===== config.mk =====
export PLATFORM = sky130hd
export DESIGN_NAME = usbf_sie_tx_sched_flat
export DESIGN_NICKNAME = d
export VERILOG_FILES = /design/src/rtl/usbf_sie_tx_sched_pkg.sv /design/src/rtl/usbf_sie_tx_sched_if.sv /design/src/rtl/usbf_sie_tx_sched.sv /design/src/flat_wrapper.sv
export SDC_FILE = /design/constraint.sdc
export NUM_CORES = 1
export LEC_CHECK = 0
export BUFFER_PORTS_ARGS = -buffer_cell sky130_fd_sc_hd__buf_2
export CAP_MARGIN = 20
export CORE_MARGIN = 3
export CORE_UTILIZATION = 41
export CTS_CLUSTER_SIZE = 30
export DETAILED_ROUTE_END_ITERATION = 10
export PLACE_DENSITY = 0.77
export SYNTH_ARGS = -nofsm -noshare
export SYNTH_HDL_FRONTEND = slang
export SYNTH_SLANG_ARGS = --single-unit

===== constraint.sdc =====
create_clock -name clk_i -period 3.6 [get_ports clk_i]
set_clock_uncertainty 0.05 [all_clocks]
set_input_delay 0.36 -clock clk_i [delete_from_list [all_inputs] [get_ports clk_i]]
set_output_delay 0.36 -clock clk_i [all_outputs]
set_load 0.005 [all_outputs]

===== src/rtl/usbf_sie_tx_sched_pkg.sv =====
// Shared PID byte constants and handshake request codes for the SIE transmit path.
package usbf_sie_tx_sched_pkg;

    localparam logic [7:0] PID_ACK   = 8'hD2;
    localparam logic [7:0] PID_NAK   = 8'h5A;
    localparam logic [7:0] PID_STALL = 8'h1E;
    localparam logic [7:0] PID_DATA0 = 8'hC3;
    localparam logic [7:0] PID_DATA1 = 8'h4B;

    localparam logic [1:0] HS_ACK   = 2'b00;
    localparam logic [1:0] HS_NAK   = 2'b01;
    localparam logic [1:0] HS_STALL = 2'b10;

    // The reserved code 2'b11 is sent as STALL.
    function automatic logic [7:0] hs_pid(input logic [1:0] code);
        case (code)
            HS_ACK:  return PID_ACK;
            HS_NAK:  return PID_NAK;
            default: return PID_STALL;
        endcase
    endfunction

endpackage


===== src/rtl/usbf_sie_tx_sched_if.sv =====
// Request, endpoint-FIFO and SIE handshake signals around the tx scheduler.
interface usbf_sie_tx_sched_if #(
    parameter int LEN_W = 11
);
    logic             enable_i;
    logic             hs_req_i;
    logic [1:0]       hs_code_i;
    logic             data_req_i;
    logic             data_toggle_i;
    logic [LEN_W-1:0] data_len_i;
    logic             req_ack_o;
    logic [LEN_W-1:0] fifo_level_i;
    logic             fifo_valid_i;
    logic [7:0]       fifo_data_i;
    logic             fifo_pop_o;
    logic             tx_valid_o;
    logic [7:0]       tx_pid_o;
    logic             tx_accept_i;
    logic             data_valid_o;
    logic             data_strb_o;
    logic [7:0]       data_o;
    logic             data_last_o;
    logic             data_accept_i;
    logic             done_o;
    logic             abort_o;
    logic             busy_o;

    // master: the scheduler itself; slave: protocol logic, FIFO and SIE.
    modport master (
        input  enable_i, hs_req_i, hs_code_i, data_req_i, data_toggle_i, data_len_i,
               fifo_level_i, fifo_valid_i, fifo_data_i, tx_accept_i, data_accept_i,
        output req_ack_o, fifo_pop_o, tx_valid_o, tx_pid_o, data_valid_o, data_strb_o,
               data_o, data_last_o, done_o, abort_o, busy_o
    );

    modport slave (
        output enable_i, hs_req_i, hs_code_i, data_req_i, data_toggle_i, data_len_i,
               fifo_level_i, fifo_valid_i, fifo_data_i, tx_accept_i, data_accept_i,
        input  req_ack_o, fifo_pop_o, tx_valid_o, tx_pid_o, data_valid_o, data_strb_o,
               data_o, data_last_o, done_o, abort_o, busy_o
    );
endinterface


===== src/rtl/usbf_sie_tx_sched.sv =====
// Store-and-forward transmit scheduler: sequences handshake and data packets
// (PID then payload from a FWFT FIFO) into the SIE transmitter.
module usbf_sie_tx_sched
    import usbf_sie_tx_sched_pkg::*;
#(
    parameter int LEN_W = 11
) (
    input  logic               clk_i,
    input  logic               rst_i,
    usbf_sie_tx_sched_if.master bus
);

    typedef enum logic [2:0] {S_IDLE, S_FILL, S_PID, S_DATA, S_WAIT_IDLE} state_t;

    state_t           state, state_nxt;
    logic             is_hs, is_hs_nxt;
    logic [1:0]       code, code_nxt;
    logic             toggle, toggle_nxt;
    logic             zlp, zlp_nxt;
    logic [LEN_W-1:0] remaining, remaining_nxt;

    logic       req_ack, pop, tx_valid, data_valid, data_strb, data_last, done, abort;
    logic [7:0] tx_pid, data;
    logic       drive_data;

    always_ff @(posedge clk_i or posedge rst_i) begin
        if (rst_i) begin
            state     <= S_IDLE;
            is_hs     <= 1'b0;
            code      <= 2'b00;
            toggle    <= 1'b0;
            zlp       <= 1'b0;
            remaining <= '0;
        end else begin
            state     <= state_nxt;
            is_hs     <= is_hs_nxt;
            code      <= code_nxt;
            toggle    <= toggle_nxt;
            zlp       <= zlp_nxt;
            remaining <= remaining_nxt;
        end
    end

    always_comb begin
        state_nxt     = state;
        is_hs_nxt     = is_hs;
        code_nxt      = code;
        toggle_nxt    = toggle;
        zlp_nxt       = zlp;
        remaining_nxt = remaining;
        req_ack       = 1'b0;
        pop           = 1'b0;
        tx_valid      = 1'b0;
        tx_pid        = 8'h00;
        data_valid    = 1'b0;
        data_strb     = 1'b0;
        data_last     = 1'b0;
        data          = 8'h00;
        done          = 1'b0;
        abort         = 1'b0;

        // Payload lines are already presented during PID so the SIE sees the
        // ZLP marker in the same cycle it accepts the PID.
        drive_data = (state == S_PID) || (state == S_DATA);
        if (drive_data && bus.enable_i) begin
            if (zlp) begin
                data_valid = 1'b1;
                data_last  = 1'b1;
            end else begin
                data_valid = bus.fifo_valid_i;
                data_strb  = 1'b1;
                data       = bus.fifo_data_i;
                data_last  = (remaining == LEN_W'(1));
            end
        end

        case (state)
            S_IDLE: begin
                if (bus.enable_i) begin
                    if (bus.hs_req_i) begin
                        req_ack   = 1'b1;
                        is_hs_nxt = 1'b1;
                        code_nxt  = bus.hs_code_i;
                        state_nxt = S_PID;
                    end else if (bus.data_req_i) begin
                        req_ack       = 1'b1;
                        is_hs_nxt     = 1'b0;
                        toggle_nxt    = bus.data_toggle_i;
                        remaining_nxt = bus.data_len_i;
                        zlp_nxt       = (bus.data_len_i == '0);
                        state_nxt     = S_FILL;
                    end
                end
            end
            S_FILL: begin
                if (zlp || (bus.fifo_level_i >= remaining))
                    state_nxt = S_PID;
            end
            S_PID: begin
                tx_valid = 1'b1;
                tx_pid   = is_hs ? hs_pid(code) : (toggle ? PID_DATA1 : PID_DATA0);
                if (bus.tx_accept_i)
                    state_nxt = is_hs ? S_WAIT_IDLE : S_DATA;
            end
            S_DATA: begin
                if (bus.data_accept_i && data_valid) begin
                    pop = !zlp;
                    if (remaining != '0)
                        remaining_nxt = remaining - LEN_W'(1);
                    if (data_last)
                        state_nxt = S_WAIT_IDLE;
                end
            end
            S_WAIT_IDLE: begin
                if (bus.tx_accept_i) begin
                    done      = 1'b1;
                    state_nxt = S_IDLE;
                end
            end
            default: state_nxt = S_IDLE;
        endcase

        // Disable wins over everything: drop the SIE handshakes in this cycle.
        if (!bus.enable_i && state != S_IDLE) begin
            state_nxt     = S_IDLE;
            remaining_nxt = remaining;
            abort         = 1'b1;
            tx_valid      = 1'b0;
            data_valid    = 1'b0;
            pop           = 1'b0;
            done          = 1'b0;
        end
    end

    assign bus.req_ack_o    = req_ack;
    assign bus.fifo_pop_o   = pop;
    assign bus.tx_valid_o   = tx_valid;
    assign bus.tx_pid_o     = tx_pid;
    assign bus.data_valid_o = data_valid;
    assign bus.data_strb_o  = data_strb;
    assign bus.data_o       = data;
    assign bus.data_last_o  = data_last;
    assign bus.done_o       = done;
    assign bus.abort_o      = abort;
    assign bus.busy_o       = (state != S_IDLE);

endmodule


===== src/flat_wrapper.sv =====
// flat-port wrapper written by rule: the top's interface ports become plain ports
module usbf_sie_tx_sched_flat import usbf_sie_tx_sched_pkg::*;
#(
    parameter int LEN_W = 11
)
  (clk_i, rst_i, bus_enable_i, bus_hs_req_i, bus_hs_code_i, bus_data_req_i, bus_data_toggle_i, bus_data_len_i, bus_fifo_level_i, bus_fifo_valid_i, bus_fifo_data_i, bus_tx_accept_i, bus_data_accept_i, bus_req_ack_o, bus_fifo_pop_o, bus_tx_valid_o, bus_tx_pid_o, bus_data_valid_o, bus_data_strb_o, bus_data_o, bus_data_last_o, bus_done_o, bus_abort_o, bus_busy_o);
  usbf_sie_tx_sched_if #(.LEN_W(LEN_W)) bus_i ();
  input  logic clk_i;
  input  logic rst_i;
  input wire logic [$bits(bus_i.enable_i)-1:0] bus_enable_i;
  input wire logic [$bits(bus_i.hs_req_i)-1:0] bus_hs_req_i;
  input wire logic [$bits(bus_i.hs_code_i)-1:0] bus_hs_code_i;
  input wire logic [$bits(bus_i.data_req_i)-1:0] bus_data_req_i;
  input wire logic [$bits(bus_i.data_toggle_i)-1:0] bus_data_toggle_i;
  input wire logic [$bits(bus_i.data_len_i)-1:0] bus_data_len_i;
  input wire logic [$bits(bus_i.fifo_level_i)-1:0] bus_fifo_level_i;
  input wire logic [$bits(bus_i.fifo_valid_i)-1:0] bus_fifo_valid_i;
  input wire logic [$bits(bus_i.fifo_data_i)-1:0] bus_fifo_data_i;
  input wire logic [$bits(bus_i.tx_accept_i)-1:0] bus_tx_accept_i;
  input wire logic [$bits(bus_i.data_accept_i)-1:0] bus_data_accept_i;
  output wire logic [$bits(bus_i.req_ack_o)-1:0] bus_req_ack_o;
  output wire logic [$bits(bus_i.fifo_pop_o)-1:0] bus_fifo_pop_o;
  output wire logic [$bits(bus_i.tx_valid_o)-1:0] bus_tx_valid_o;
  output wire logic [$bits(bus_i.tx_pid_o)-1:0] bus_tx_pid_o;
  output wire logic [$bits(bus_i.data_valid_o)-1:0] bus_data_valid_o;
  output wire logic [$bits(bus_i.data_strb_o)-1:0] bus_data_strb_o;
  output wire logic [$bits(bus_i.data_o)-1:0] bus_data_o;
  output wire logic [$bits(bus_i.data_last_o)-1:0] bus_data_last_o;
  output wire logic [$bits(bus_i.done_o)-1:0] bus_done_o;
  output wire logic [$bits(bus_i.abort_o)-1:0] bus_abort_o;
  output wire logic [$bits(bus_i.busy_o)-1:0] bus_busy_o;
  assign bus_i.enable_i = bus_enable_i;
  assign bus_i.hs_req_i = bus_hs_req_i;
  assign bus_i.hs_code_i = bus_hs_code_i;
  assign bus_i.data_req_i = bus_data_req_i;
  assign bus_i.data_toggle_i = bus_data_toggle_i;
  assign bus_i.data_len_i = bus_data_len_i;
  assign bus_i.fifo_level_i = bus_fifo_level_i;
  assign bus_i.fifo_valid_i = bus_fifo_valid_i;
  assign bus_i.fifo_data_i = bus_fifo_data_i;
  assign bus_i.tx_accept_i = bus_tx_accept_i;
  assign bus_i.data_accept_i = bus_data_accept_i;
  assign bus_req_ack_o = bus_i.req_ack_o;
  assign bus_fifo_pop_o = bus_i.fifo_pop_o;
  assign bus_tx_valid_o = bus_i.tx_valid_o;
  assign bus_tx_pid_o = bus_i.tx_pid_o;
  assign bus_data_valid_o = bus_i.data_valid_o;
  assign bus_data_strb_o = bus_i.data_strb_o;
  assign bus_data_o = bus_i.data_o;
  assign bus_data_last_o = bus_i.data_last_o;
  assign bus_done_o = bus_i.done_o;
  assign bus_abort_o = bus_i.abort_o;
  assign bus_busy_o = bus_i.busy_o;
  usbf_sie_tx_sched #(.LEN_W(LEN_W)) u_core (.clk_i(clk_i), .rst_i(rst_i), .bus(bus_i));
endmodule

==> results.ini, run 1 <==
[outcome]
status=finished, final reports clean

[synthesis]
syn_area_sq_um=1719
avgSynthCellArea_sq_um=8.109
synth_fp_nets=267
ys_types=46
synthCells=212
synthFlopType=dfrtp_1
synth-seq-cells=19
ys_warn_count=0
synth-seq-area-share=0.2766
postSynth.asyncResetShare=1.000
synth_edf_count=0

[grt]
grt_usage=0.1806
grt_pass1_vias=1711
grt_max_degree=20
antenna_found_initial=0
grt_first_pass_wirelength_mm=7.534
grt_remaining_overflow=0

[route]
vias=1769
via_per_inst=5.545
drc_errors=0
wl_per_cell_um=13.90
drtIter0Drc=105
wirelength_mm=4.433
postRouteAntennaNets=0
drt_pass1_iterations=4

[clocking]
cts_inserted_buffers=3
cts_resized=0
clkSinkCount=19
htree_num_levels=1
cts_max_path_buffers=2
clk_latency_ns=0.27
cts_hold_buffers=0
cts_root_buf=clkbuf_8
cts_tree=built
cts_setup_buffers=0
clk_pin_slew_ns=0.08

[floorplanning]
rows=22
die_w_um=70.76
ios=66
fp.dieH_um=70.76
dieArea_sq_um=5006
initial_core_util=0.4461
core_area_sq_um=3854

[sta]
hold_slack_ns=0.1607
finalWorstSetupSlack_ns=1.208
fin_crit_sh=0.6645
fmax_mhz=418.0
setup_viol=0
maxSlewViolCount=0
tightest_slew_ns=0.7567
rsz0062_at_grt=no
finalSetupTns_ns=0
maxSlewHeadroom=0.4950
finalHoldViolCount=0
fin_crit_ns=2.392

[min_path]
hp-class=in -> async

[worst_setup_path]
r2r-start=u_core.remaining[4]
start_kind=flip-flop
cp.arrival_ns=1.98
worstPathRequired_ns=3.19
path_class=reg -> out
cpLargestDelayFamily=simple AND/OR/NAND/NOR gates
critPathBufInv=1
worst_r2r_endpoint=u_core.remaining[6]
r2r_setup_slack_ns=1.32
slowest_delay_ns=0.70
crit_chain=or4_1, nor4_4, nor2_1, nor2_1, buf_2
cpMostUsedCell=nor2_1
cp_max_fo=6
rr_worst_depth=5
end_kind=output port
critPathSlowestCell=or4_1

[final_layout]
multiInputGateArea_sq_um=1117
drive_above_1_share=0.3063
final_area_sq_um=2098
fill_cells=389
n_antenna_cell=0
nets=327
regArea_sq_um=475.5
syn_to_final_growth_pct=22.05

[placed_design]
postPlaceCellArea_sq_um=2052
dpl.hpwl_mm=3.552
place.port_buffers=64
gp_congestion=0.8883
dp_slack_ns=1.336

[run]
cap_violations=0

[power]
power.leakage_nw=1.047
peakVddDrop_mv=0.3171
totalPowerFinal_mw=1.312
power.density_nw_per_um2=625.4

[flip-flops by register name, summed over array words and instances (netlist names)]
signal,cells
u_core.state,3
u_core.toggle,1
u_core.code,2
u_core.remaining,11
u_core.zlp,1
u_core.is_hs,1
[metrics by stage]
stage                     utilization  std cells
final                          0.5445        319
after global routing           0.5445        319
after CTS                      0.5445        319
after detailed placement       0.5325        315
after global placement         0.5325        315
after floorplan                     -        212
[worst register-to-register path: stages, from the launching register on]
cell and delay, ns:
dfrtp_1 0.43, or4_1 0.70, nor4_4 0.28, a32o_1 0.43, nor2_1 0.10, o22a_1 0.19
[area by class of cell]
class	count	area share
well taps	48	0.02862
clock buffers	3	0.01968
inverters	17	0.03041
repair buffers	66	0.1598
clock inverters	1	0.002385
flip-flops and latches	19	0.2266
multi-input cells	165	0.5325
[report_power, final]
group          switching [mW]  total [mW]  internal (mW)
registers               0.154       0.465          0.311
logic                   0.379       0.691          0.312
clock network          0.0790       0.156         0.0773
total                   0.612        1.31          0.700
[synth_stat cells, types with 2 or more instances]
cell type / n / share of area
a211oi_1: 2 / 0.0087
a21oi_1: 14 / 0.041
a22oi_2: 3 / 0.022
a31oi_1: 5 / 0.018
and2_1: 10 / 0.036
and3_1: 3 / 0.011
buf_2: 2 / 0.0058
buf_4: 3 / 0.013
clkbuf_1: 5 / 0.011
dfrtp_1: 19 / 0.28
ha_1: 14 / 0.10
inv_1: 17 / 0.037
mux2_1: 2 / 0.013
mux2_2: 3 / 0.020
nand2_1: 6 / 0.013
nand2b_1: 3 / 0.011
nand3_1: 9 / 0.026
nand4_1: 3 / 0.011
nor2_1: 31 / 0.068
nor3_1: 6 / 0.017
nor4_1: 3 / 0.011
nor4_4: 2 / 0.025
o211ai_2: 2 / 0.015
o21ai_0: 15 / 0.044
o21ai_1: 2 / 0.0058
o22a_1: 2 / 0.010
o32ai_1: 2 / 0.010
or3_1: 3 / 0.011
or4_1: 3 / 0.013
or4b_1: 2 / 0.012
[logic make-up after synthesis]
kind of cell	synth area share
fa+ha+maj	0.1019
mux	0.03857
compound gates	0.2147
other cells	0.002181
flops	0.2766
xor+xnor	0.005096
simple gates	0.2875
buf+inv	0.07351
[placed cells by master, fill, tap and decap left out, drive strengths merged, types with 4 or more instances in the layout]
cell   synthesis  routed
nand2          6       6
ha            14      14
nor3           7       7
nor2          31      31
buf            6      66
mux2           5       5
a31oi          6       6
a22oi          4       4
inv           17      17
and2          10      10
nor4           5       5
nand3          9       9
dfrtp         19      19
a21oi         14      14
o21ai         17      17
[per-layer routing]
| metal | up-vias | wire (um) | GRT usage |
|---|---|---|---|
| met2 | 80 | 2059 | 0.2873 |
| met3 | 9 | 365 | 0.03835 |
| met1 | 801 | 1944 | 0.2428 |
| li1 | 879 | - | - |
| met4 | 0 | 63 | 0.06263 |
| met5 | - | 0 | 0 |
[worst max-delay path by stage]
stage / start / end / slack (ns) / cells after the start
6_report: u_core.remaining[4] / bus_data_last_o / 1.21 / 5
5_1_grt: u_core.remaining[4] / bus_data_last_o / 1.05 / 5
4_1_cts: u_core.remaining[4] / bus_data_last_o / 1.20 / 5
3_5_place_dp: u_core.remaining[4] / u_core.remaining[6] / 1.34 / 5
3_3_place_gp: u_core.remaining[4] / u_core.remaining[6] / 1.38 / 5
2_1_floorplan: u_core.remaining[4] / u_core.state[0] / 1.50 / 6
No activity file was read; power rests on OpenSTA's default activity.
==> inputs of run 2 (changes only) <==
==> constraint.sdc (replaced) <==
create_clock -name clk_i -period 2.37 [get_ports clk_i]
set_clock_uncertainty 0.05 [all_clocks]
set_input_delay 0.237 -clock clk_i [delete_from_list [all_inputs] [get_ports clk_i]]
set_output_delay 0.237 -clock clk_i [all_outputs]
set_load 0.005 [all_outputs]
==> run 2 against run 1 <==
Net effect:
- worst hold slack worse by 0.11 ns
- sequential share of layout area down 0.37 points
- global-route usage up 0.91 points
- critical path type is now reg -> reg
- largest cell class unchanged
- largest power group unchanged
==> results.ini, run 2 (synthesis gave the netlist of run 1 again) <==
[power]
totalPowerFinal_mw=2.040  ; +55%
power.leakage_nw=1.067  ; +1.9%
power.density_nw_per_um2=956.2  ; +53%
peakVddDrop_mv=0.5707  ; +80%

[floorplanning]
initial_core_util=0.4461  ; unchanged
dieArea_sq_um=5006  ; unchanged
ios=66  ; unchanged
rows=22  ; unchanged
fp.dieH_um=70.76  ; unchanged
die_w_um=70.76  ; unchanged
core_area_sq_um=3854  ; unchanged

[worst_setup_path]
start_kind=flip-flop
path_class=reg -> reg
cpLargestDelayFamily=simple AND/OR/NAND/NOR gates
end_kind=flip-flop
slowest_delay_ns=0.62  ; -0.08 ns
worst_r2r_endpoint=u_core.state[1]
crit_chain=or4_4, nor4_4, o211ai_2, a31oi_2, mux2_1
r2r-start=u_core.remaining[4]
critPathSlowestCell=or4_4
cp.arrival_ns=2.32  ; +0.34 ns
rr_worst_depth=5  ; unchanged
r2r_setup_slack_ns=0.15  ; -1.17 ns
worstPathRequired_ns=2.47  ; -0.72 ns
cp_max_fo=6  ; unchanged
critPathBufInv=0  ; -1

[route]
wl_per_cell_um=14.32  ; +3.0%
drtIter0Drc=156  ; +49%
wl_met3_um=320  ; -12%
drt_pass1_iterations=4  ; unchanged
via_per_inst=5.557  ; +0.21%
wl_met1_mm=2.040  ; +4.9%
vias=1795  ; +1.5%
top_layer_used=met4
wirelength_mm=4.624  ; +4.3%
postRouteAntennaNets=0  ; unchanged
routed-wl-met2_mm=2.151  ; +4.5%
drc_errors=0  ; unchanged

[clocking]
clkSinkCount=19  ; unchanged
clk_latency_ns=0.27  ; about the same
cts_tree=built
cts_inserted_buffers=3  ; unchanged
cts_root_buf=clkbuf_8
clk_pin_slew_ns=0.08  ; about the same
cts_max_path_buffers=2  ; unchanged
cts_hold_buffers=0  ; unchanged
htree_num_levels=1  ; unchanged
cts_setup_buffers=0  ; unchanged

[sta]
maxSlewViolCount=0  ; unchanged
rsz0062_at_grt=no
finalHoldViolCount=0  ; unchanged
fin_crit_sh=0.9346
maxSlewHeadroom=0.4800  ; -0.01494
setup_viol=0  ; unchanged
fmax_mhz=451.4
tightest_slew_ns=0.7791  ; +0.02239 ns
fin_crit_ns=2.215
finalSetupTns_ns=0  ; unchanged

[placed_design]
dpl.hpwl_mm=3.624  ; +2.1%
gp_congestion=0.9377  ; +5.6%
postPlaceCellArea_sq_um=2082  ; +1.5%
place.port_buffers=64  ; unchanged

[grt]
grt_usage=0.1897  ; +0.009134
grt_first_pass_wirelength_mm=7.755  ; +2.9%
grt_remaining_overflow=0  ; unchanged
antenna_found_initial=0  ; unchanged
grt_pass1_vias=1691  ; -1.2%
grt_max_degree=20  ; unchanged

[final_layout]
largest_registers=u_core.remaining x11, u_core.state x3, u_core.code x2
layout_commonest_cell=buf_2
n_antenna_cell=0  ; unchanged
syn_to_final_growth_pct=24.09
largest_reg_flops=11  ; unchanged
drive_above_1_share=0.3273  ; +0.02100
nets=331  ; +1.2%
largest_register=u_core.remaining
final_cell_mix=64 x buf_2, 31 x nor2_1, 19 x dfrtp_1
final_area_sq_um=2133  ; +1.7%

[min_path]
hp-class=in -> async

[outcome]
status=finished, final reports clean

[run]
cap_violations=0  ; unchanged

-- run 2: timing repair --
| item | CTS | global route |
|---|---|---|
| setup endpoints to repair | 0 | 6 |
| hold endpoints to repair | 0 | 0 |
| gates resized for setup | 0 | 3 |
-- run 2: routing by layer --
layer  vias to the layer above  global-route usage
met5                         -                   0
met4                         0             0.06472
met3                        11             0.03977
met2                        62              0.3069
met1                       834              0.2515
li1                        888                   -
-- run 2: final cells by class --
| cell class | count | area (sq um) |
|---|---|---|
| multi-input combinational | 165 | 1122 |
| clock buffer | 3 | 41.29 |
| fill | 383 | 1720 |
| sequential | 19 | 475.5 |
| timing repair buffer | 70 | 365.4 |
| inverter | 17 | 63.81 |
| tap | 48 | 60.06 |
| clock inverter | 1 | 5.005 |
-- run 2: worst max path at each step --
| stage | startpoint | end | depth (start not counted) |
|---|---|---|---|
| floorplan | u_core.remaining[4] | u_core.state[0] | 6 |
| global placement | u_core.remaining[4] | u_core.remaining[6] | 5 |
| detailed placement | u_core.remaining[4] | u_core.state[1] | 5 |
| CTS | u_core.remaining[4] | u_core.state[1] | 5 |
| global route | u_core.remaining[1] | bus_data_last_o | 7 |
| finish | u_core.remaining[4] | u_core.state[1] | 5 |
-- run 2: where the power goes --
group	leakage [nW]	switching, mW	total (mW)	internal [mW]
combinational	0.817	0.603	1.10	0.500
sequential	0.225	0.222	0.695	0.473
clock	0.0255	0.125	0.242	0.117
-- run 2: metrics by stage --
stage | utilization | setup slack [ns] | hold slack [ns] | instances
finish | 0.5536 | 0.1549 | 0.04683 | 323
floorplan | - | 0.2727 | 0.1381 | 212
global placement | 0.5403 | 0.1636 | 0.3632 | 319
detailed placement | 0.5403 | 0.03009 | 0.3633 | 319
global route | 0.5536 | 0.04039 | 0.1113 | 323
CTS | 0.5523 | 0.01826 | 0.07194 | 323
-- run 2: worst reg2reg max path, stage by stage, from the launching register on --
cell and delay (ns):
dfrtp_1 0.44, or4_4 0.62, nor4_4 0.29, o211ai_2 0.14, a31oi_2 0.22, mux2_1 0.35
==> inputs of run 3 (changes only) <==
--- a/config.mk
+++ b/config.mk
@@ -8,10 +8,12 @@
 export BUFFER_PORTS_ARGS = -buffer_cell sky130_fd_sc_hd__buf_2
 export CAP_MARGIN = 20
 export CORE_MARGIN = 3
-export CORE_UTILIZATION = 41
+export CORE_UTILIZATION = 49
 export CTS_CLUSTER_SIZE = 30
 export DETAILED_ROUTE_END_ITERATION = 10
-export PLACE_DENSITY = 0.77
+export MAX_ROUTING_LAYER = met4
+export PLACE_DENSITY = 0.88
+export SETUP_SLACK_MARGIN = 0.15
 export SYNTH_ARGS = -nofsm -noshare
 export SYNTH_HDL_FRONTEND = slang
 export SYNTH_SLANG_ARGS = --single-unit
==> run 3 against run 2 <==
Net effect:
- the flow now finishes with violations (negative hold slack)
- combinational power up 8%
- setup slack got worse by 0.017 ns
- worst hold slack worse by 0.064 ns
- critical path depth increased by 2
- cell count decreased by 0.93%
- register-to-register slack is essentially flat
- die area fell by 15%
- count of clock-buffer cells in the layout stayed put
- via count rose by 2.3%
- clock power decreased by 29%
- sequential power is 2% lower
- cell area up 0.35%
==> results.ini, run 3 (synthesis gave the netlist of run 1 again) <==
[floorplanning]
rows=20  ; -9.1%
die_w_um=65.23  ; -7.8%
fp.dieH_um=65.23  ; -7.8%
initial_core_util=0.5367  ; +0.09061
ios=66  ; unchanged
core_area_sq_um=3203  ; -17%
dieArea_sq_um=4255  ; -15%

[power]
power.density_nw_per_um2=956.8  ; about the same
peakVddDrop_mv=0.6057  ; +6.1%
power.leakage_nw=1.071  ; +0.40%

[grt]
use_met3=0.05128  ; +0.01151
grt_pass1_vias=1637  ; -3.2%
grt_busiest_layer=met2
gr-usage-met2=0.3578  ; +0.05087
use_met1=0.2831  ; +0.03157
antenna_found_initial=0  ; unchanged
grt_first_pass_wirelength_mm=7.162  ; -7.6%
grt_usage=0.2178  ; +0.02802
grt_remaining_overflow=0  ; unchanged
grt_max_degree=20  ; unchanged

[final_layout]
syn_to_final_growth_pct=24.53
nets=332  ; +0.30%
final_cell_mix=64 x buf_2, 31 x nor2_1, 17 x dfrtp_1
largest_reg_flops=11  ; unchanged
n_antenna_cell=0  ; unchanged
largest_register=u_core.remaining
layout_commonest_cell=buf_2
drive_above_1_share=0.3478  ; +0.02055
largest_registers=u_core.remaining x11, u_core.state x3, u_core.code x2

[placed_design]
gp_congestion=0.8349  ; -11%
place.port_buffers=64  ; unchanged
dpl.hpwl_mm=3.561  ; -1.8%

[worst_setup_path]
path_class=reg -> out
worstPathRequired_ns=2.08  ; -0.39 ns
end_kind=output port
cp_max_fo=4  ; -2
cp.arrival_ns=1.95  ; -0.37 ns
start_kind=flip-flop

[clocking]
clkSinkCount=19  ; unchanged
cts_hold_buffers=0  ; unchanged
htree_num_levels=1  ; unchanged
cts_tree=built
cts_max_path_buffers=2  ; unchanged
cts_inserted_buffers=3  ; unchanged
clk_pin_slew_ns=0.12  ; +0.04 ns
clk_latency_ns=0.31  ; +0.04 ns
cts_root_buf=clkbuf_4

[route]
postRouteAntennaNets=0  ; unchanged
drc_errors=0  ; unchanged
wirelength_mm=4.474  ; -3.2%
vias=1836  ; +2.3%
wl_per_cell_um=13.98  ; -2.3%
via_per_inst=5.738  ; +3.2%
drt_pass1_iterations=4  ; unchanged
drtIter0Drc=96  ; -38%

[sta]
finalHoldViolCount=13  ; +13
hold_slack_ns=-0.01689  ; -0.06372 ns
setup_viol=0  ; unchanged
fin_crit_sh=0.9420  ; +0.007379
maxSlewViolCount=0  ; unchanged
maxSlewHeadroom=0.4968  ; +0.01675
fmax_mhz=447.9  ; -0.78%
fin_crit_ns=2.233  ; +0.01749 ns
tightest_slew_ns=0.7540  ; -0.02510 ns
rsz0062_at_grt=yes
finalSetupTns_ns=0  ; unchanged

[min_path]
hp-class=in -> async

[run]
cap_violations=0  ; unchanged

[outcome]
status=complete, but fails checks
violations=negative hold slack

-- run 3: cell count changes in the layout (fill, tap and decap cells not counted) --
cell,change
a31oi_2,-1
a31oi_4,+1
buf_4,+1
clkbuf_4,+3
clkbuf_8,-3
dfrtp_1,-2
dfrtp_2,+2
mux2_1,-1
mux2_4,+1
nor3_1,-1
nor3_2,+1
or4b_1,-1
or4b_4,+1
-- run 3: what timing repair did --
action,4_1_cts,5_1_grt
gates resized for setup,2,7
setup buffers,0,2
endpoints found under the setup margin,5,19
pin swaps,0,1
-- run 3: final timing paths --
kind / from / end / slack [ns] / cells after the start
max in group asynchronous: rst_i / u_core.remaining[4] / 1.75 / 2
worst max-delay path: u_core.remaining[1] / bus_data_last_o / 0.14 / 7
min in group clk_i: bus_tx_accept_i / u_core.state[2] / 0.07 / 2
worst min-delay path: rst_i / u_core.is_hs / -0.02 / 2
worst max register to register: u_core.remaining[1] / u_core.state[0] / 0.16 / 7
worst min register to register: u_core.code[0] / u_core.code[0] / 0.47 / 1
-- run 3: final cells by class --
class	instances	area [sq um]
tap	44	55.05
clock buffer	3	22.52
clock inverter	1	5.005
fill	289	1062
inverter	17	63.81
sequential	19	478.0
timing repair buffer	71	372.9
multi-input combinational	165	1144
-- run 3: per-stage QoR --
stage                     utilization  total power [mW]  cells  instance area (sq um)  setup WS, ns
after floorplan                     -             1.433    212                   1719        0.2727
after global placement         0.6461             1.741    314                   2069        0.1740
after detailed placement       0.6461             1.792    314                   2069       0.08247
after CTS                      0.6559             1.973    318                   2101        0.1621
after global routing           0.6684             2.231    320                   2141       0.05222
final                          0.6684             2.048    320                   2141        0.1374
-- run 3: critical path: stages, from the launching register on --
cell     delay (ns)
dfrtp_1        0.41
inv_2          0.10
ha_1           0.13
or4b_4         0.47
nor4_4         0.27
nor2_1         0.08
nor2_1         0.08
buf_2          0.11
-- run 3: where the power goes --
group	internal [mW]	total (mW)	switching, mW
registers	0.476	0.682	0.206
logic	0.547	1.19	0.647
clock network	0.0630	0.173	0.110
total	1.09	2.05	0.962
-- run 3: layer usage --
metal  routed length (um)  vias to the layer above
met5                    0                        -
met4                   47                        0
met3                  397                        8
met2                 2094                       78
met1                 1934                      850
li1                     -                      900
